## config.mk

```make
export PLATFORM = sky130hd
export DESIGN_NAME = sort8_pipe_flat
export DESIGN_NICKNAME = d
export VERILOG_FILES = /design/src/rtl/sort8_pkg.sv /design/src/rtl/sort8_pipe_if.sv /design/src/rtl/sort8_cas.sv /design/src/rtl/sort8_pipe.sv /design/src/flat_wrapper.sv
export SDC_FILE = /design/constraint.sdc
export NUM_CORES = 2
export LEC_CHECK = 0
export ABC_AREA = 1
export CORE_MARGIN = 1.5
export CORE_UTILIZATION = 60
export CTS_BUF_LIST = sky130_fd_sc_hd__clkbuf_4
export CTS_CLUSTER_SIZE = 30
export DETAILED_ROUTE_END_ITERATION = 12
export PLACE_DENSITY = 0.8
export SLEW_MARGIN = 20
export SYNTH_ARGS = -nofsm -noshare
export SYNTH_HDL_FRONTEND = slang
export SYNTH_SLANG_ARGS = --single-unit
```

## constraint.sdc

```tcl
create_clock -name clk -period 2.41 [get_ports clk]
set_input_delay 0.6025 -clock clk [delete_from_list [all_inputs] [get_ports clk]]
set_output_delay 0.6025 -clock clk [all_outputs]
set_load 0.01 [all_outputs]
```

## src/rtl/sort8_pkg.sv

```systemverilog
// sort8_pkg: shared constants and types for the 8-lane pipelined sorting network.
//   SORT8_LANES / SORT8_LAYERS : network geometry
//   SORT8_PAIRS                : compare-and-swap (a,b) lane pairs per layer, padded to 4 slots
//   SORT8_LAYER_SIZE           : number of live pairs in each layer
//   stage_ctl_t                : per-stage control (valid, desc)
//   sort8_slot()               : elaboration-time lookup of the pair slot driving a lane
package sort8_pkg;

   localparam int unsigned SORT8_LANES     = 8;
   localparam int unsigned SORT8_LAYERS    = 6;
   localparam int unsigned SORT8_MAX_PAIRS = 4;

   localparam int unsigned SORT8_LAYER_SIZE [SORT8_LAYERS] = '{4, 4, 4, 2, 2, 3};

   // [layer][slot][0] = lane a (receives lo), [layer][slot][1] = lane b (receives hi).
   // Slots beyond SORT8_LAYER_SIZE are padding and never instantiated.
   localparam int unsigned SORT8_PAIRS [SORT8_LAYERS][SORT8_MAX_PAIRS][2] = '{
      '{'{0, 2}, '{1, 3}, '{4, 6}, '{5, 7}},
      '{'{0, 4}, '{1, 5}, '{2, 6}, '{3, 7}},
      '{'{0, 1}, '{2, 3}, '{4, 5}, '{6, 7}},
      '{'{2, 4}, '{3, 5}, '{0, 0}, '{0, 0}},
      '{'{1, 4}, '{3, 6}, '{0, 0}, '{0, 0}},
      '{'{1, 2}, '{3, 4}, '{5, 6}, '{0, 0}}
   };

   typedef struct packed {
      logic valid;
      logic desc;
   } stage_ctl_t;

   // Slot index whose side (0 = a, 1 = b) is the given lane in the given layer, or -1
   // when the lane is not touched by that side of any comparator in the layer.
   function automatic int sort8_slot(int unsigned layer, int unsigned lane, int unsigned side);
      sort8_slot = -1;
      for (int unsigned p = 0; p < SORT8_MAX_PAIRS; p++) begin
         if (p < SORT8_LAYER_SIZE[layer[2:0]] &&
             SORT8_PAIRS[layer[2:0]][p[1:0]][side[0]] == lane)
            sort8_slot = int'(p);
      end
   endfunction

endpackage

```

## src/rtl/sort8_pipe_if.sv

```systemverilog
// sort8_pipe_if: valid/ready stream bundle for sort8_pipe.
//   in_valid/in_ready/in_data/in_tag[/in_desc] : producer side
//   out_valid/out_ready/out_data/out_tag       : consumer side
//   master : drives vectors in and consumes sorted vectors (producer + consumer)
//   slave  : the sorter itself
// in_desc exists only when SORT8_DESC_EN is defined.
interface sort8_pipe_if
   import sort8_pkg::*;
#(
   parameter int unsigned DATA_W = 32,
   parameter int unsigned TAG_W  = 8
);

   logic                            in_valid;
   logic                            in_ready;
   logic [SORT8_LANES*DATA_W-1:0]   in_data;
   logic [TAG_W-1:0]                in_tag;
`ifdef SORT8_DESC_EN
   logic                            in_desc;
`endif
   logic                            out_valid;
   logic                            out_ready;
   logic [SORT8_LANES*DATA_W-1:0]   out_data;
   logic [TAG_W-1:0]                out_tag;

`ifdef SORT8_DESC_EN
   modport master (
      output in_valid, in_data, in_tag, in_desc, out_ready,
      input  in_ready, out_valid, out_data, out_tag
   );
   modport slave (
      input  in_valid, in_data, in_tag, in_desc, out_ready,
      output in_ready, out_valid, out_data, out_tag
   );
`else
   modport master (
      output in_valid, in_data, in_tag, out_ready,
      input  in_ready, out_valid, out_data, out_tag
   );
   modport slave (
      input  in_valid, in_data, in_tag, out_ready,
      output in_ready, out_valid, out_data, out_tag
   );
`endif

endinterface

```

## src/rtl/sort8_cas.sv

```systemverilog
// sort8_cas: combinational compare-and-swap on two unsigned elements.
//   a, b  : inputs (a is the lower-numbered lane)
//   desc  : 0 = lo gets min / hi gets max, 1 = lo gets max / hi gets min
//   lo,hi : outputs for lane a and lane b
// Equal inputs pass straight through.
module sort8_cas #(
   parameter int unsigned DATA_W = 32
) (
   input  logic [DATA_W-1:0] a,
   input  logic [DATA_W-1:0] b,
   input  logic              desc,
   output logic [DATA_W-1:0] lo,
   output logic [DATA_W-1:0] hi
);

   logic swap;

   always_comb begin
      swap = desc ? (a < b) : (b < a);
      lo   = swap ? b : a;
      hi   = swap ? a : b;
   end

endmodule

```

## src/rtl/sort8_pipe.sv

```systemverilog
// sort8_pipe: 6-stage pipelined 8-lane sorting network (19 comparators) with
// valid/ready handshake and per-stage back-pressure.
//   clk   : clock, rising edge
//   rst_n : asynchronous active-low reset; clears all stages
//   bus   : sort8_pipe_if.slave (in_valid/in_ready/in_data/in_tag[/in_desc],
//           out_valid/out_ready/out_data/out_tag)
// Build option SORT8_DESC_EN: adds in_desc and a per-vector sort direction
// carried down the pipe; without it the sorter is ascending only.
module sort8_pipe
   import sort8_pkg::*;
#(
   parameter int unsigned DATA_W = 32,
   parameter int unsigned TAG_W  = 8
) (
   input  logic         clk,
   input  logic         rst_n,
   sort8_pipe_if.slave  bus
);

   typedef logic [DATA_W-1:0] elem_t;
   typedef logic [TAG_W-1:0]  tag_t;

   elem_t                   lane_in  [SORT8_LAYERS][SORT8_LANES];
   elem_t                   lane_nx  [SORT8_LAYERS][SORT8_LANES];
   elem_t                   lane_q   [SORT8_LAYERS][SORT8_LANES];
   tag_t                    tag_in   [SORT8_LAYERS];
   tag_t                    tag_q    [SORT8_LAYERS];
   stage_ctl_t              ctl_q    [SORT8_LAYERS];
   logic [SORT8_LAYERS-1:0] up_valid;
   logic [SORT8_LAYERS-1:0] dir_in;
   logic [SORT8_LAYERS-1:0] vld;
   logic [SORT8_LAYERS-1:0] load;

`ifdef SORT8_DESC_EN
   assign dir_in[0] = bus.in_desc;
`else
   assign dir_in[0] = 1'b0;
`endif
   assign up_valid[0] = bus.in_valid;
   assign tag_in[0]   = bus.in_tag;

   for (genvar s = 0; s < SORT8_LAYERS; s++) begin : g_stage
      assign vld[s] = ctl_q[s].valid;
      // Stage s may load when every stage from s to the output is either empty or
      // the output is taken; this is the bubble-collapsing ready chain unrolled.
      assign load[s] = bus.out_ready | ~(&vld[SORT8_LAYERS-1:s]);

      if (s == 0) begin : g_first
         for (genvar i = 0; i < SORT8_LANES; i++) begin : g_lane
            assign lane_in[0][i] = bus.in_data[i*DATA_W +: DATA_W];
         end
      end else begin : g_chain
         assign up_valid[s] = ctl_q[s-1].valid;
         assign dir_in[s]   = ctl_q[s-1].desc;
         assign tag_in[s]   = tag_q[s-1];
         for (genvar i = 0; i < SORT8_LANES; i++) begin : g_lane
            assign lane_in[s][i] = lane_q[s-1][i];
         end
      end
   end

   // Comparator layers built from the package table; untouched lanes pass through.
   for (genvar l = 0; l < SORT8_LAYERS; l++) begin : g_layer
      elem_t lo [SORT8_MAX_PAIRS];
      elem_t hi [SORT8_MAX_PAIRS];

      for (genvar p = 0; p < SORT8_MAX_PAIRS; p++) begin : g_pair
         if (p < SORT8_LAYER_SIZE[l]) begin : g_cas
            sort8_cas #(.DATA_W(DATA_W)) u_cas (
               .a    (lane_in[l][SORT8_PAIRS[l][p][0]]),
               .b    (lane_in[l][SORT8_PAIRS[l][p][1]]),
               .desc (dir_in[l]),
               .lo   (lo[p]),
               .hi   (hi[p])
            );
         end else begin : g_pad
            assign lo[p] = '0;
            assign hi[p] = '0;
         end
      end

      for (genvar i = 0; i < SORT8_LANES; i++) begin : g_route
         localparam int SLOT_A = sort8_slot(l, i, 0);
         localparam int SLOT_B = sort8_slot(l, i, 1);
         if (SLOT_A >= 0) begin : g_a
            assign lane_nx[l][i] = lo[SLOT_A];
         end else if (SLOT_B >= 0) begin : g_b
            assign lane_nx[l][i] = hi[SLOT_B];
         end else begin : g_thru
            assign lane_nx[l][i] = lane_in[l][i];
         end
      end
   end

   always_ff @(posedge clk or negedge rst_n) begin
      if (!rst_n) begin
         for (int unsigned s = 0; s < SORT8_LAYERS; s++) begin
            ctl_q[s[2:0]] <= '0;
            tag_q[s[2:0]] <= '0;
            for (int unsigned i = 0; i < SORT8_LANES; i++)
               lane_q[s[2:0]][i[2:0]] <= '0;
         end
      end else begin
         for (int unsigned s = 0; s < SORT8_LAYERS; s++) begin
            if (load[s[2:0]]) begin
               ctl_q[s[2:0]].valid <= up_valid[s[2:0]];
               // Payload only moves with a real vector; a bubble leaves it as-is.
               if (up_valid[s[2:0]]) begin
                  ctl_q[s[2:0]].desc <= dir_in[s[2:0]];
                  tag_q[s[2:0]]      <= tag_in[s[2:0]];
                  lane_q[s[2:0]]     <= lane_nx[s[2:0]];
               end
            end
         end
      end
   end

   assign bus.in_ready  = load[0];
   assign bus.out_valid = ctl_q[SORT8_LAYERS-1].valid;
   assign bus.out_tag   = tag_q[SORT8_LAYERS-1];

   for (genvar i = 0; i < SORT8_LANES; i++) begin : g_out
      assign bus.out_data[i*DATA_W +: DATA_W] = lane_q[SORT8_LAYERS-1][i];
   end

endmodule

```

## src/flat_wrapper.sv

```systemverilog
// flat-port wrapper written by rule: the top's interface ports become plain ports
module sort8_pipe_flat import sort8_pkg::*;
#(
   parameter int unsigned DATA_W = 32,
   parameter int unsigned TAG_W  = 8
)
  (clk, rst_n, bus_in_valid, bus_in_data, bus_in_tag, bus_out_ready, bus_in_ready, bus_out_valid, bus_out_data, bus_out_tag);
  sort8_pipe_if #(.DATA_W(DATA_W), .TAG_W(TAG_W)) bus_i ();
  input  logic clk;
  input  logic rst_n;
  input wire logic [$bits(bus_i.in_valid)-1:0] bus_in_valid;
  input wire logic [$bits(bus_i.in_data)-1:0] bus_in_data;
  input wire logic [$bits(bus_i.in_tag)-1:0] bus_in_tag;
  input wire logic [$bits(bus_i.out_ready)-1:0] bus_out_ready;
  output wire logic [$bits(bus_i.in_ready)-1:0] bus_in_ready;
  output wire logic [$bits(bus_i.out_valid)-1:0] bus_out_valid;
  output wire logic [$bits(bus_i.out_data)-1:0] bus_out_data;
  output wire logic [$bits(bus_i.out_tag)-1:0] bus_out_tag;
  assign bus_i.in_valid = bus_in_valid;
  assign bus_i.in_data = bus_in_data;
  assign bus_i.in_tag = bus_in_tag;
  assign bus_i.out_ready = bus_out_ready;
  assign bus_in_ready = bus_i.in_ready;
  assign bus_out_valid = bus_i.out_valid;
  assign bus_out_data = bus_i.out_data;
  assign bus_out_tag = bus_i.out_tag;
  sort8_pipe #(.DATA_W(DATA_W), .TAG_W(TAG_W)) u_core (.clk(clk), .rst_n(rst_n), .bus(bus_i));
endmodule
```

Yosys cells after proc, flatten, opt, wreduce, memory -nomap -nowiden
Index checks and enable logic that the tools add are counted.

storage, ports and cells
  register bits = 1590
  input port bits = 268
  output and inout port bits = 266
  word-level logic and storage cells = 140

cells by class
  magnitude comparators = 19
  mux-type cells = 38
  bitwise gates (word level) = 12
  reductions and logical operators = 11

operator list
  cell               number
  $mux W32           38
  $lt A32 B32 Y1     19
  $reduce_and A2 Y1  7
  $not A1 Y1         6
  $or A1 B1 Y1       6
  $reduce_and A6 Y1  1
  $reduce_and A5 Y1  1
  $reduce_and A4 Y1  1
  $reduce_and A3 Y1  1

Logic depth before layout (Yosys ltp)
  word-level depth = 4
  mapped depth = 16
  gate-level depth less buffers = 15

Modules after synthesis
Synthesis repeated with hierarchy kept, for this count alone.

second synthesis, totals
  cells, all modules = 13628
  area, all modules = 102046.6 sq um

by module, submodules not included
  module      times used  cells an instance  area an instance (sq um)  seq. area each (sq um)
  sort8_pipe  1           6807               61751.7                   39788.2
  sort8_cas   19          359                2120.8                    0.0

Worst setup path before layout
Ideal clock, no wire load.

  kind = input to register
  start point = in bus_in_data[51]
  end point = reg u_core.lane_q, in the netlist u_core.lane_in[1152]
  setup time = 118 ps
  arrival time = 2070 ps
  data required time = 2292 ps
  path slack = 223 ps
  cell stages on the path = 12
  buffers on the path = 2
  cell sequence = inv_1 > ha_1 > a21oi_1 > o21ai_0 > nand2_1 > a21oi_1 > nor2_1 > buf_2 > clkbuf_1 > nand3_1 > nand3_1 > nand2_1

between the ends
  word-level cells in the longest chain between the ends = 2

ends and longest elaborated chain
  item                             line                source
  from (decl)                      flat_wrapper.sv:12  input wire logic [$bits(bus_i.in_data)-1:0] bus_in_data;
  $lt A32 B32 Y1                   sort8_cas.sv:19     swap = desc ? (a < b) : (b < a);
  $mux W32                         sort8_cas.sv:21     hi = swap ? a : b;
  to (signal, indexed assignment)  sort8_pipe.sv:111   lane_q[s[2:0]] <= lane_nx[s[2:0]];
  to (decl)                        sort8_pipe.sv:25    elem_t lane_q [SORT8_LAYERS][SORT8_LANES];

Every way passes these cells.
A chain may end at the register's enable or synchronous reset.

Worst setup path in the final report
  start point = reg u_core.ctl_q, in the netlist u_core.bus.out_valid
  end point = out bus_in_ready

between the ends
  word-level cells in the longest chain between the ends = 3

ends and longest elaborated chain
  item               line                source
  from (decl)        sort8_pipe.sv:28    stage_ctl_t ctl_q [SORT8_LAYERS];
  $reduce_and A6 Y1  sort8_pipe.sv:46    assign load[s] = bus.out_ready | ~(&vld[SORT8_LAYERS-1:s]);
  $not A1 Y1         sort8_pipe.sv:46
  $or A1 B1 Y1       sort8_pipe.sv:46
  to (decl)          flat_wrapper.sv:15  output wire logic [$bits(bus_i.in_ready)-1:0] bus_in_ready;

Every way passes these cells.

==> impl_results.md <==
* Top-count cell post-synth: nand2_1
* Post-Synthesis Net Count at 13327
* Starting DRT DRC Count at 12626
* Synth Area in Adders at 0.0811
* DR vias/cell at 5.89
* Vias in the first global route at 89910
* MaxCap Viol Count at 0
* Final Cell Area at 119000 um2
* Hold slack at 0.0647 ns
* Sequential share of power at 0.250
* Die height at 392 um
* Most frequent cells after synthesis: 4899 x nand2_1, 2478 x nand3_1, 1590 x dfrtp_1, 1387 x inv_1, 589 x ha_1
* Initial DRT Pass Iterations at 12
* Top-area cell type share of the netlist area at 0.438
* Fmax at 289 MHz
* Fin cells at 16550
* CTS Sinks at 1590
* Final core occ at 0.790
* Clock Pin Slew Worst Setup and Hold Paths at 0.06 ns
* Simple-gate share of the synthesized area at 0.350
* CP Class: reg -> out
* FP Rows at 142
* Hold Path Origin: bus_in_data[175]
* Setup_tns at -62.15 ns
* H-tree Lvls at 5
* Worst path slowest cell: dfrtp_1
* Violated checks: setup timing
* Leading area contributor after synthesis: dfrtp_1
* Effective utilization at floorplan at 0.605
* Final Skew at 0.203 ns
* Status: complete, but fails checks
* WL final at 363000 um
* Area delta synth->final at 30.5%
* RSZ-0062 raised after global routing: true
* Most used cell, CP: nor2_4
* Synthesized flop and latch total at 1590
* CP max stage delay at 0.37 ns
* Hold Vio Cnt, Final at 0
* Reg-to-reg startpoint: u_core.lane_in[874]$_DFFE_PN0P_
* Post-Place Cell Area at 105000 um2
* DRC viols at 0
* Sw Pwr at 0.0940 W
* Max_slew headroom at 0.543
* # nets final at 15089
* Final Critical Period at 3.46 ns
* Unique masters post-synth at 26
* Number of flops mapped to enable cells by yosys at 0
* Seq/Total Area, Yosys at 0.438
* Initial antenna violation count at 14
* Die Area at 154000 um2
* Nature of the critical path startpoint: flip-flop
* Dpl hpwl at 255000 um
* Final Max Slew Viols at 0
* Port buffer count at 533
* Syn_area_per_cell at 7.29 um2
* Clock buffer count from CTS at 423
* Combinational share of power at 0.625
* Ys async rst share at 1.00
* DRT antenna net count at 0
* Crit-path cells: nand2_2 > nor2_4 > inv_2 > nor2_4 > nand2_2 > nor2_4 > nand2_4 > buf_6
* Crit path max fanout at 2
* Inst Count DP at 15318
* Largest family of logic cells by synthesized area: simple AND/OR/NAND/NOR gates
* Final Wtd Congestion at 1.08
* Crit path from: u_core.bus.out_valid$_DFFE_PN0N_
* Chip Width at 392 um
* Internal power component at 0.0964 W
* Clock power share at 0.124
* Via count of the routed design at 97507
* Syn. warnings at 0
* Mapped Cells at 12470
* Fraction of layout cells with a size suffix above 1 at 0.196
* Worst Path Arrival at 2.86 ns
* Worst IR Drop VDD at 0.00124 V
* Mapped cell area at 90800 um2
* Clk_lat worst skew at 1.46 ns
* CP Capture Type: primary output
* Worst reg-to-reg setup slack at -0.33 ns
* P_leak at 66.1 nW
* Fill count at 10131
* Req. time, crit path at 1.81 ns
* DR WL/cell at 21.9 um
* XOR/XNOR share of the synthesized area at 0
* Largest net degree at the start of global routing at 97
* Ports at 534
* Post-synthesis mux area share at 0
* Core area at 150000 um2
* CTS tree: built
* Net Sw Frac at 0.494
* Grt ovf at 0
* Final setup margin at -1.05 ns
* GRT Util Overall at 0.439
* Hold Crit Class: in -> reg
* Setup violators final at 489
* Power per cell area at 1610 nW/um2
* Synth Area in Compound Gates at 0.0327
* Critical path buffer and inverter count at 2
* Clock root cell: clkbuf_4
* Deepest clock path buffer count at 4
* Final period utilization at 1.44
* Area contributors post-synth: dfrtp_1 44%, nand2_1 20%, nand3_1 14%
* Ys flop type: dfrtp_1
* Global-route wire length before repair at 518000 um
* CP delay by family, top: simple AND/OR/NAND/NOR gates
* Worst-margin pin slew at 0.686 ns
## cell usage in the layout (no fill, tap or decap), types with 114 or more instances in the layout
cell type,Yosys,layout
nor2_1,135,114
ha_1,589,564
buf_4,42,1046
dfrtp_1,1590,1583
nand2_1,4899,4752
nand3_1,2478,2243
buf_12,0,206
dlygate4sd3_1,0,152
clkbuf_4,0,604
inv_1,1387,1314
clkdlybuf4s50_1,0,266
o21ai_0,264,259
nand3_2,0,173
buf_2,458,163
a21oi_1,286,245
buf_6,35,149
## layer usage
layer | part of all wire | GRT usage
met1 | 0.37 | 0.563
met2 | 0.44 | 0.674
met3 | 0.10 | 0.0939
met4 | 0.082 | 0.286
met5 | 0.00044 | 0.00128
## kinds of logic after synthesis
kind of cell               count (synthesis)
DFF                                     1590
adders and majority gates                589
buffers and inverters                   2120
AOI/OAI and AO/OA                        580
and+or+nand+nor                         7591
## path summary, 6_finish.rpt
| check | depth (start not counted) | endpoint |
|---|---|---|
| min in group asynchronous | 4 | u_core.bus.out_data[187]$_DFFE_PN0P_ |
| min | 6 | u_core.lane_in[1103]$_DFFE_PN0P_ |
| min reg2reg | 2 | u_core.lane_in[510]$_DFFE_PN0P_ |
| max reg2reg | 18 | u_core.lane_in[592]$_DFFE_PN0P_ |
| max | 8 | bus_in_ready |
| max in group asynchronous | 5 | u_core.ctl_q[7]$_DFFE_PN0N_ |
## layout make-up
cell class                 count  area (um2)  share of cell area
antenna                       13        32.5            0.000274
timing repair buffer        2063       20500               0.173
sequential                  1590       39800               0.336
inverter                    1394        5280              0.0445
tap                         2016        2520              0.0213
clock buffer                 604        4530              0.0383
clock inverter               110         581             0.00490
multi-input combinational   8760       45300               0.382
## registers in the layout, summed over array words and instances (netlist names)
name	flops
u_core.lane_in	1280
u_core.bus.out_tag	8
u_core.bus.out_data	256
u_core.tag_in	40
u_core.ctl_q	5
u_core.bus.out_valid	1
## worst reg2reg max path: stages, from the launching register on
cell and delay (ns):
dfrtp_2 0.44, clkinvlp_4 0.30, ha_4 0.37, nand2_2 0.04, inv_2 0.07, nand2_1 0.05, a31oi_1 0.15, nor2_1 0.06
nand2_2 0.14, nand2_4 0.08, buf_12 0.14, nand2_8 0.07, buf_12 0.11, buf_8 0.12, buf_16 0.14, buf_8 0.14
nand2_4 0.06, nand3_4 0.11, nand2_2 0.06
## power groups by stage
stage	Sequential (W)	Combinational, W	Clock [W]
finish	0.0476	0.119	0.0237
global route	0.0483	0.128	0.0252
CTS	0.0467	0.107	0.0236
detailed placement	0.0471	0.0992	0
global placement	0.0467	0.0962	0
floorplan	0.0451	0.0578	0
## stage by stage
stage | setup WS [ns] | power (W)
after detailed placement | -0.782 | 0.146
after CTS | -1.15 | 0.177
after global routing | -1.16 | 0.202
final | -1.05 | 0.190
after floorplan | 0.223 | 0.103
after global placement | -0.776 | 0.143
## timing repair
| item | CTS | global route |
|---|---|---|
| hold buffers | 153 | 0 |
| endpoints found under the setup margin | 475 | 940 |
| cloned | 16 | 40 |
| hold endpoints to repair | 1754 | 0 |
| buffers inserted | 177 | 143 |
| gates resized for setup | 1503 | 499 |
| pin swaps | 67 | 138 |
Power figures use the tool's default switching activity.
